$ cat src/rtl/cb_control_sequencer.sv
// cb_control_sequencer
// T-state sequencer for the 8-bit CPU datapath. A six-state ring (T1..T6)
// plus a HALT state. The current state and the opcode are decoded into the
// load/output/increment strobes that drive the datapath registers and the
// shared 8-bit bus.
//
// Optional build macro: SINGLE_STEP_EN
//   defined   - the state advances only on edges where step=1, and every
//               strobe is ANDed with step. halted and t_state are not gated.
//   undefined - step is ignored and the ring advances one state per clock.
//
// Ports:
//   clk      in  : rising-edge clock
//   clear    in  : synchronous active-high reset to T1; overrides step
//   step     in  : single-step qualifier (used only with SINGLE_STEP_EN)
//   opcode   in  : IR[7:4], decoded only in T4..T6
//   t_state  out : one-hot T1..T6, all zero while halted
//   pc_out, pc_inc, mar_load, ram_out, ir_load, ir_out,
//   a_load, a_out, b_load, alu_out, alu_sub, out_load  out : datapath strobes
//   halted   out : high while in HALT
module cb_control_sequencer #(
  parameter logic [3:0] OP_LDA = 4'h0,
  parameter logic [3:0] OP_ADD = 4'h1,
  parameter logic [3:0] OP_SUB = 4'h2,
  parameter logic [3:0] OP_OUT = 4'h3,
  parameter logic [3:0] OP_HLT = 4'hF
) (
  input  logic       clk,
  input  logic       clear,
  input  logic       step,
  input  logic [3:0] opcode,
  output logic [5:0] t_state,
  output logic       pc_out,
  output logic       pc_inc,
  output logic       mar_load,
  output logic       ram_out,
  output logic       ir_load,
  output logic       ir_out,
  output logic       a_load,
  output logic       a_out,
  output logic       b_load,
  output logic       alu_out,
  output logic       alu_sub,
  output logic       out_load,
  output logic       halted
);

  localparam logic [2:0] S_T1   = 3'd0;
  localparam logic [2:0] S_T2   = 3'd1;
  localparam logic [2:0] S_T3   = 3'd2;
  localparam logic [2:0] S_T4   = 3'd3;
  localparam logic [2:0] S_T5   = 3'd4;
  localparam logic [2:0] S_T6   = 3'd5;
  localparam logic [2:0] S_HALT = 3'd6;

  logic [2:0]  state_reg;
  logic [2:0]  state_next;
  logic        advance;
  logic        strobe_en;
  logic [11:0] strobe_raw;

`ifdef SINGLE_STEP_EN
  assign advance   = step;
  assign strobe_en = step;
`else
  logic unused_step;
  assign unused_step = step;
  assign advance     = 1'b1;
  assign strobe_en   = 1'b1;
`endif

  always_comb begin
    state_next = state_reg;
    if (advance) begin
      case (state_reg)
        S_T1:    state_next = S_T2;
        S_T2:    state_next = S_T3;
        S_T3:    state_next = S_T4;
        S_T4:    state_next = (opcode == OP_HLT) ? S_HALT : S_T5;
        S_T5:    state_next = S_T6;
        S_T6:    state_next = S_T1;
        S_HALT:  state_next = S_HALT;
        default: state_next = S_T1;
      endcase
    end
  end

  always_ff @(posedge clk) begin
    if (clear) begin
      state_reg <= S_T1;
    end else begin
      state_reg <= state_next;
    end
  end

  // Strobe bit order in strobe_raw, MSB first:
  // pc_out pc_inc mar_load ram_out ir_load ir_out a_load a_out b_load alu_out alu_sub out_load
  always_comb begin
    logic is_mem;
    logic is_alu;
    is_mem     = (opcode == OP_LDA) || (opcode == OP_ADD) || (opcode == OP_SUB);
    is_alu     = (opcode == OP_ADD) || (opcode == OP_SUB);
    strobe_raw = '0;
    case (state_reg)
      S_T1: strobe_raw = 12'b1010_0000_0000;           // pc_out, mar_load
      S_T2: strobe_raw = 12'b0100_0000_0000;           // pc_inc
      S_T3: strobe_raw = 12'b0001_1000_0000;           // ram_out, ir_load
      S_T4: begin
        if (is_mem)
          strobe_raw = 12'b0010_0100_0000;             // ir_out, mar_load
        else if (opcode == OP_OUT)
          strobe_raw = 12'b0000_0001_0001;             // a_out, out_load
      end
      S_T5: begin
        if (opcode == OP_LDA)
          strobe_raw = 12'b0001_0010_0000;             // ram_out, a_load
        else if (is_alu)
          strobe_raw = 12'b0001_0000_1000;             // ram_out, b_load
      end
      S_T6: begin
        if (is_alu)
          strobe_raw = {10'b00_0000_1001, (opcode == OP_SUB), 1'b0}; // alu_out, a_load
      end
      default: strobe_raw = '0;
    endcase
  end

  assign {pc_out, pc_inc, mar_load, ram_out, ir_load, ir_out,
          a_load, a_out, b_load, alu_out, alu_sub, out_load} =
         strobe_raw & {12{strobe_en}};

  assign halted  = (state_reg == S_HALT);
  assign t_state = (state_reg <= S_T6) ? (6'b000001 << state_reg) : 6'b000000;

endmodule

$ cat config.mk
export PLATFORM = sky130hd
export DESIGN_NAME = cb_control_sequencer
export DESIGN_NICKNAME = d
export VERILOG_FILES = /design/src/rtl/cb_control_sequencer.sv
export SDC_FILE = /design/constraint.sdc
export NUM_CORES = 1
export LEC_CHECK = 0
export BUFFER_PORTS_ARGS = -buffer_cell sky130_fd_sc_hd__buf_2
export CORE_AREA = 4 4 41 43
export DETAILED_ROUTE_END_ITERATION = 8
export DIE_AREA = 0 0 45 47
export PLACE_DENSITY = 0.7
export SYNTH_ARGS = -nofsm -noshare
export SYNTH_HDL_FRONTEND = slang
export SYNTH_SLANG_ARGS = --single-unit
$ cat constraint.sdc
create_clock -name clk -period 1.3 [get_ports clk]
set_input_delay 0.13 -clock clk [delete_from_list [all_inputs] [get_ports clk]]
set_output_delay 0.13 -clock clk [all_outputs]
set_load 0.01 [all_outputs]
==> impl_metrics.csv, run 1 <==
group,metric,value,unit
clock_network,cts_hold_buf,0,
detailed_routing,postRouteWirelength,1160,um
clock_network,cts_root_buf,"clkbuf_4",
sta,worst_pin_slew,0.215,ns
finish,largest_reg_flops,3,
global_route,grt_pass1_vias,411,
detailed_routing,ant_nets,0,
sta,post-route-period-util,1.02,
finish,diodes,0,
finish,area_growth,65.4,%
clock_network,clkTransAtPathRegs,0.04,ns
run,max_cap_violations,0,
pwr,max-vdd-ir-drop,347,uV
pwr,leakage,0.349,nW
hold_path,hold_start,"clear",
pwr,swShare,0.340,
critical_path,worstSetupPathType,"reg -> out",
finish,seqCellArea,66.3,um2
floorplanning,die_w,45,um
place,io_buffers,24,
finish,fill_cells,142,
critical_path,startpoint_type,"flip-flop",
critical_path,cp_max_fo,7,
finish,drive_above_1_share,0.646,
detailed_routing,dr.max_layer_used,"met3",
sta,rsz0062_at_grt,"yes",
sta,fin_crit,1.32,ns
detailed_routing,vias,435,
hold_path,min_path_type,"in -> reg",
pwr,power_switching,160,uW
global_route,grt_pass1_wl,1760,um
finish,final_net_count,90,
yosys,synth_nets,54,
sta,hold_slack,0.0818,ns
pwr,comb_power_share,0.403,
place,post-place-ws,0.0955,ns
global_route,track_usage,0.115,
detailed_routing,wl_met1,466,um
floorplanning,dieArea,2120,um2
detailed_routing,wl_met2,658,um
clock_network,h-tree-depth,1,
pwr,internal_power,311,uW
sta,fin_worst_skew,0.00439,ns
detailed_routing,dr.pass1.iters,4,
finish,multi_input_area,285,um2
detailed_routing,drc_errors,0,
yosys,yosysWarnings,0,
floorplanning,coreArea,1300,um2
critical_path,reg2reg_to,"state_reg[2]",
detailed_routing,avgRoutedWirePerCell,11.9,um
yosys,syn_area,377,um2
sta,setup_slack,-0.0222,ns
critical_path,crit_arrival,1.19,ns
clock_network,cts.sinks,3,
critical_path,reg2regPathDepth,5,
sta,finalHoldViolations,0,
sta,slew_violations,0,
sta,setup_viol,2,
detailed_routing,wl_met3,33,um
yosys,yosysTopAreaCell,"dfxtp_1",
yosys,yosysUniqueCellTypes,28,
detailed_routing,viasPerCell,4.48,
critical_path,worstReg2RegStart,"state_reg[2]",
sta,max_slew_margin,0.856,
yosys,synth-seq-area-share,0.159,
hold_path,holdPathStages,2,
floorplanning,pin_count,26,
critical_path,r2r_slack,0.19,ns
global_route,antenna_found_initial,0,
pwr,powerDensity,755,nW/um2
finish,final_area,623,um2
floorplanning,die_h,47,um
yosys,syn_area_per_cell,8.01,um2
floorplanning,row_count,13,
yosys,synthDominantCellAreaShare,0.159,
place,placed_cell_area,499,um2
place,gp_congestion,0.797,
pwr,pwr-share-seq,0.239,
yosys,ys_top_cells_by_area,"dfxtp_1 16%, nor4_2 6.6%, nor3b_1 6.0%",
pwr,clkPwrFrac,0.357,
critical_path,crit_path_end_kind,"primary output",
global_route,grt.overflow.total,0,
clock_network,clockBufferDepth,2,
detailed_routing,drt-initial-drc-count,9,
yosys,ys_ff_latch,3,
clock_network,cts_buffers,3,
outcome,violations,"setup timing",
sta,fmax,756,MHz
critical_path,crit_required,1.17,ns
hold_path,whs_endpoint,"state_reg[1]",
global_route,grt_max_degree,11,
clock_network,cts_tree,"done",
outcome,status,"finished with violations",
place,dpl.hpwl,775,um
floorplanning,start_util,0.289,
clock_network,clk_latency,0.24,ns
yosys,netlist_instances,47,
-- power groups by stage --
| stage | combinational [mW] | sequential [mW] | clock, mW |
|---|---|---|---|
| final | 0.190 | 0.113 | 0.168 |
| after global routing | 0.208 | 0.114 | 0.184 |
| after CTS | 0.172 | 0.113 | 0.170 |
| after detailed placement | 0.155 | 0.111 | 0 |
| after global placement | 0.151 | 0.111 | 0 |
| after floorplan | 0.110 | 0.104 | 0 |
-- synth_stat cells, drive strengths merged --
cell and instances:
buf 5, inv 3, o21bai 2, dfxtp 3, nor2 5, xor2 2
nand3b 2, nor2b 1, and3 1, o21ai 2, a21oi 1, a311oi 1
nor3b 4, nor4 2, nand2 6, nor3 2, a211oi 1, nand4 1
or2b 1, nand2b 2
-- worst max-delay path by stage --
stage | from | slack (ns) | endpoint | cells after the start
after floorplan | state_reg[2] | 0.06 | out_load | 4
after global placement | state_reg[0] | 0.11 | a_load | 4
after detailed placement | state_reg[0] | 0.1 | a_load | 4
after CTS | state_reg[2] | -0.02 | out_load | 4
after global routing | state_reg[2] | -0.08 | a_out | 4
final | state_reg[2] | -0.02 | out_load | 4
-- repair_timing --
| item | CTS | global route |
|---|---|---|
| setup endpoints to repair | 12 | 10 |
| gates cloned | 0 | 1 |
| setup buffers | 4 | 3 |
| gates resized for setup | 9 | 2 |
| pin swaps | 2 | 5 |
-- area by class of cell --
type,count,share of cell area
Sequential cell,3,0.106
Timing Repair Buffer,36,0.345
Multi-Input combinational cell,36,0.458
Inverter,3,0.0181
Tap cell,15,0.0301
Clock buffer,4,0.0422
-- metrics by stage --
stage	power, mW	TNS (ns)	util	std cells
floorplan	0.214	0	-	47
global placement	0.261	0	0.384	85
detailed placement	0.265	0	0.384	85
CTS	0.455	-0.0331	0.450	93
global route	0.506	-0.399	0.479	97
finish	0.471	-0.0414	0.479	97
-- metal layers --
| layer | vias to the layer above | GRT usage |
|---|---|---|
| met4 | 0 | 0.0526 |
| met2 | 10 | 0.218 |
| met5 | - | 0 |
| met1 | 196 | 0.122 |
| li1 | 229 | - |
| met3 | 0 | 0.0230 |
-- kinds of logic (layout without fill, tap and decap cells) --
group	count (synthesis)	in the layout	share of synthesized area
compound gates	7	7	0.149
xor+xnor	2	2	0.0465
buf+inv	8	43	0.153
flops	3	3	0.159
simple gates	27	27	0.492
-- worst max-delay path, cell delays in order, from the launching register on --
cell,delay (ns)
dfxtp_2,0.32
buf_6,0.13
nand3b_4,0.18
nor4_4,0.15
buf_2,0.17
-- placed cells by master, fill, tap and decap left out --
master	count
dfxtp_4	1
nand4_1	1
o21ai_1	1
nor2_1	5
nor4_2	1
clkbuf_1	1
nor4_4	1
clkbuf_4	3
buf_2	25
nand3b_1	1
nand2b_1	2
buf_4	9
dfxtp_2	2
nor2b_4	1
nor3_2	2
xor2_1	2
nor3b_2	2
o21bai_1	2
nand2_2	1
o21ai_2	1
and3_1	1
buf_6	2
nand3b_4	1
a311oi_2	1
inv_1	3
a211oi_1	1
or2b_1	1
a21oi_1	1
nor3b_1	2
nand2_1	5
(Power assumes the default switching activity.)
==> run 2, diff against run 1 <==
--- a/config.mk
+++ b/config.mk
@@ -5,11 +5,14 @@
 export SDC_FILE = /design/constraint.sdc
 export NUM_CORES = 1
 export LEC_CHECK = 0
+export ABC_CLOCK_PERIOD_IN_PS = 1300
 export BUFFER_PORTS_ARGS = -buffer_cell sky130_fd_sc_hd__buf_2
 export CORE_AREA = 4 4 41 43
 export DETAILED_ROUTE_END_ITERATION = 8
 export DIE_AREA = 0 0 45 47
 export PLACE_DENSITY = 0.7
+export REMOVE_ABC_BUFFERS = 1
+export SLEW_MARGIN = 15
 export SYNTH_ARGS = -nofsm -noshare
 export SYNTH_HDL_FRONTEND = slang
 export SYNTH_SLANG_ARGS = --single-unit
==> impl_metrics.csv, run 2 (same netlist as run 1, synthesis figures left out) <==
group,metric,value,unit
outcome,status,"finished with violations",
outcome,violations,"setup timing",
clock_network,clkTransAtPathRegs,0.04,ns
finish,diodes,0,
finish,fin_util,0.450,
sta,worst_pin_slew,0.263,ns
sta,finalHoldViolations,0,
finish,final_cell_mix,"24 x buf_2, 5 x nor2_1, 5 x nand2_1, 5 x buf_4",
clock_network,cts_tree,"done",
place,io_buffers,24,
detailed_routing,drc_errors,0,
finish,final_area,586,um2
detailed_routing,vias,437,
sta,max_slew_margin,0.824,
pwr,leakage,0.325,nW
detailed_routing,ant_nets,0,
hold_path,min_path_type,"in -> reg",
critical_path,worstSetupPathType,"reg -> out",
global_route,grt_max_degree,9,
sta,slew_violations,0,
critical_path,cp_cell_sequence,"buf_6 -> nor3b_2 -> o21bai_1 -> buf_2",
critical_path,crit_required,1.17,ns
floorplanning,dieArea,2120,um2
critical_path,crit_arrival,1.18,ns
place,dp.cells,85,
detailed_routing,postRouteWirelength,1040,um
clock_network,cts_buffers,3,
place,gp_congestion,0.734,
pwr,powerDensity,763,nW/um2
sta,fin_worst_skew,0.000616,ns
floorplanning,row_count,13,
clock_network,clk_latency,0.23,ns
critical_path,slowest_delay,0.37,ns
clock_network,cts_root_buf,"clkbuf_4",
critical_path,cp_slowest_cell,"dfxtp_4",
finish,final_common_cell,"buf_2",
global_route,track_usage,0.113,
finish,finalNonFillerCells,92,
global_route,antenna_found_initial,0,
detailed_routing,dr.pass1.iters,2,
place,placed_cell_area,499,um2
floorplanning,die_w,45,um
clock_network,cts.sinks,3,
sta,post-route-period-util,1.01,
detailed_routing,viasPerCell,4.75,
sta,fin_crit,1.31,ns
global_route,grt.overflow.total,0,
clock_network,cts_hold_buf,0,
pwr,max-vdd-ir-drop,282,uV
clock_network,h-tree-depth,1,
critical_path,startpoint_type,"flip-flop",
finish,final_net_count,85,
finish,drive_above_1_share,0.610,
floorplanning,coreArea,1300,um2
sta,setup_viol,1,
pwr,power,447,uW
clock_network,clockBufferDepth,2,
detailed_routing,drt-initial-drc-count,2,
detailed_routing,avgRoutedWirePerCell,11.3,um
finish,fill_cells,139,
floorplanning,start_util,0.289,
floorplanning,die_h,47,um
finish,largest_reg_flops,3,
finish,area_growth,55.5,%
sta,fmax,765,MHz
sta,setup_slack,-0.00707,ns
floorplanning,pin_count,26,
critical_path,crit_path_end_kind,"primary output",
global_route,grt_pass1_vias,390,
critical_path,cp_max_fo,7,
run,max_cap_violations,0,
place,dpl.hpwl,773,um
global_route,grt_pass1_wl,1630,um
sta,rsz0062_at_grt,"yes",
-- run 2: cell types whose count changed in the layout (fill, tap and decap cells not counted) --
| cell | before | now |
|---|---|---|
| buf_2 | 25 | 24 |
| buf_4 | 9 | 5 |
| nor3_1 | 0 | 1 |
| dfxtp_2 | 2 | 1 |
| nor3_2 | 2 | 1 |
| dfxtp_4 | 1 | 2 |
-- run 2: final cells by class --
type                       instances  area [um2]  share of cell area
sequential                         3        68.8               0.118
multi-input combinational         36         280               0.479
tap                               15        18.8              0.0321
timing repair buffer              31         180               0.308
inverter                           3        11.3              0.0192
clock buffer                       4        26.3              0.0449
-- run 2: power breakdown --
part / internal (mW) / total (mW) / switching [mW]
logic: 0.0803 / 0.166 / 0.0858
registers: 0.0999 / 0.115 / 0.0146
clock network: 0.115 / 0.166 / 0.0507
total: 0.295 / 0.447 / 0.151
-- run 2: routing by layer --
| layer | vias up | GRT usage | wire, um |
|---|---|---|---|
| li1 | 220 | - | - |
| met1 | 200 | 0.116 | 410 |
| met2 | 15 | 0.192 | 537 |
| met3 | 2 | 0.0230 | 64 |
| met4 | 0 | 0.105 | 23 |
| met5 | - | 0 | 0 |
-- run 2: what timing repair did --
item                                    4_1_cts  5_1_grt
setup buffers                                 3        0
endpoints found under the setup margin       12       12
gates resized for setup                       9        2
hold endpoints to repair                      0        0
pin swaps                                     0        2
-- run 2: worst max-delay path, delay by kind of cell, from the launching register on --
family                 cells  cell delay, ns
AND/OR/NAND/NOR            1            0.18
buffers and inverters      2            0.28
AO/OA/AOI/OAI              1            0.12
flip-flops                 1            0.37
-- run 2: stage by stage --
step / hold slack, ns / TNS (ns) / setup slack, ns
after floorplan: 0.198 / -0.0466 / -0.0233
after global placement: 0.330 / 0 / 0.119
after detailed placement: 0.334 / 0 / 0.102
after CTS: 0.0734 / -0.0792 / -0.0233
after global routing: 0.0852 / -0.381 / -0.0637
final: 0.0874 / -0.00707 / -0.00707
-- run 2: worst paths after layout --
check                     from  cells after the start      endpoint  slack (ns)
hold / removal           clear                      2  state_reg[1]        0.09
setup reg to reg  state_reg[2]                      5  state_reg[1]        0.28
hold reg to reg   state_reg[0]                      2  state_reg[0]        0.65
setup / recovery  state_reg[0]                      4       ram_out      -0.007
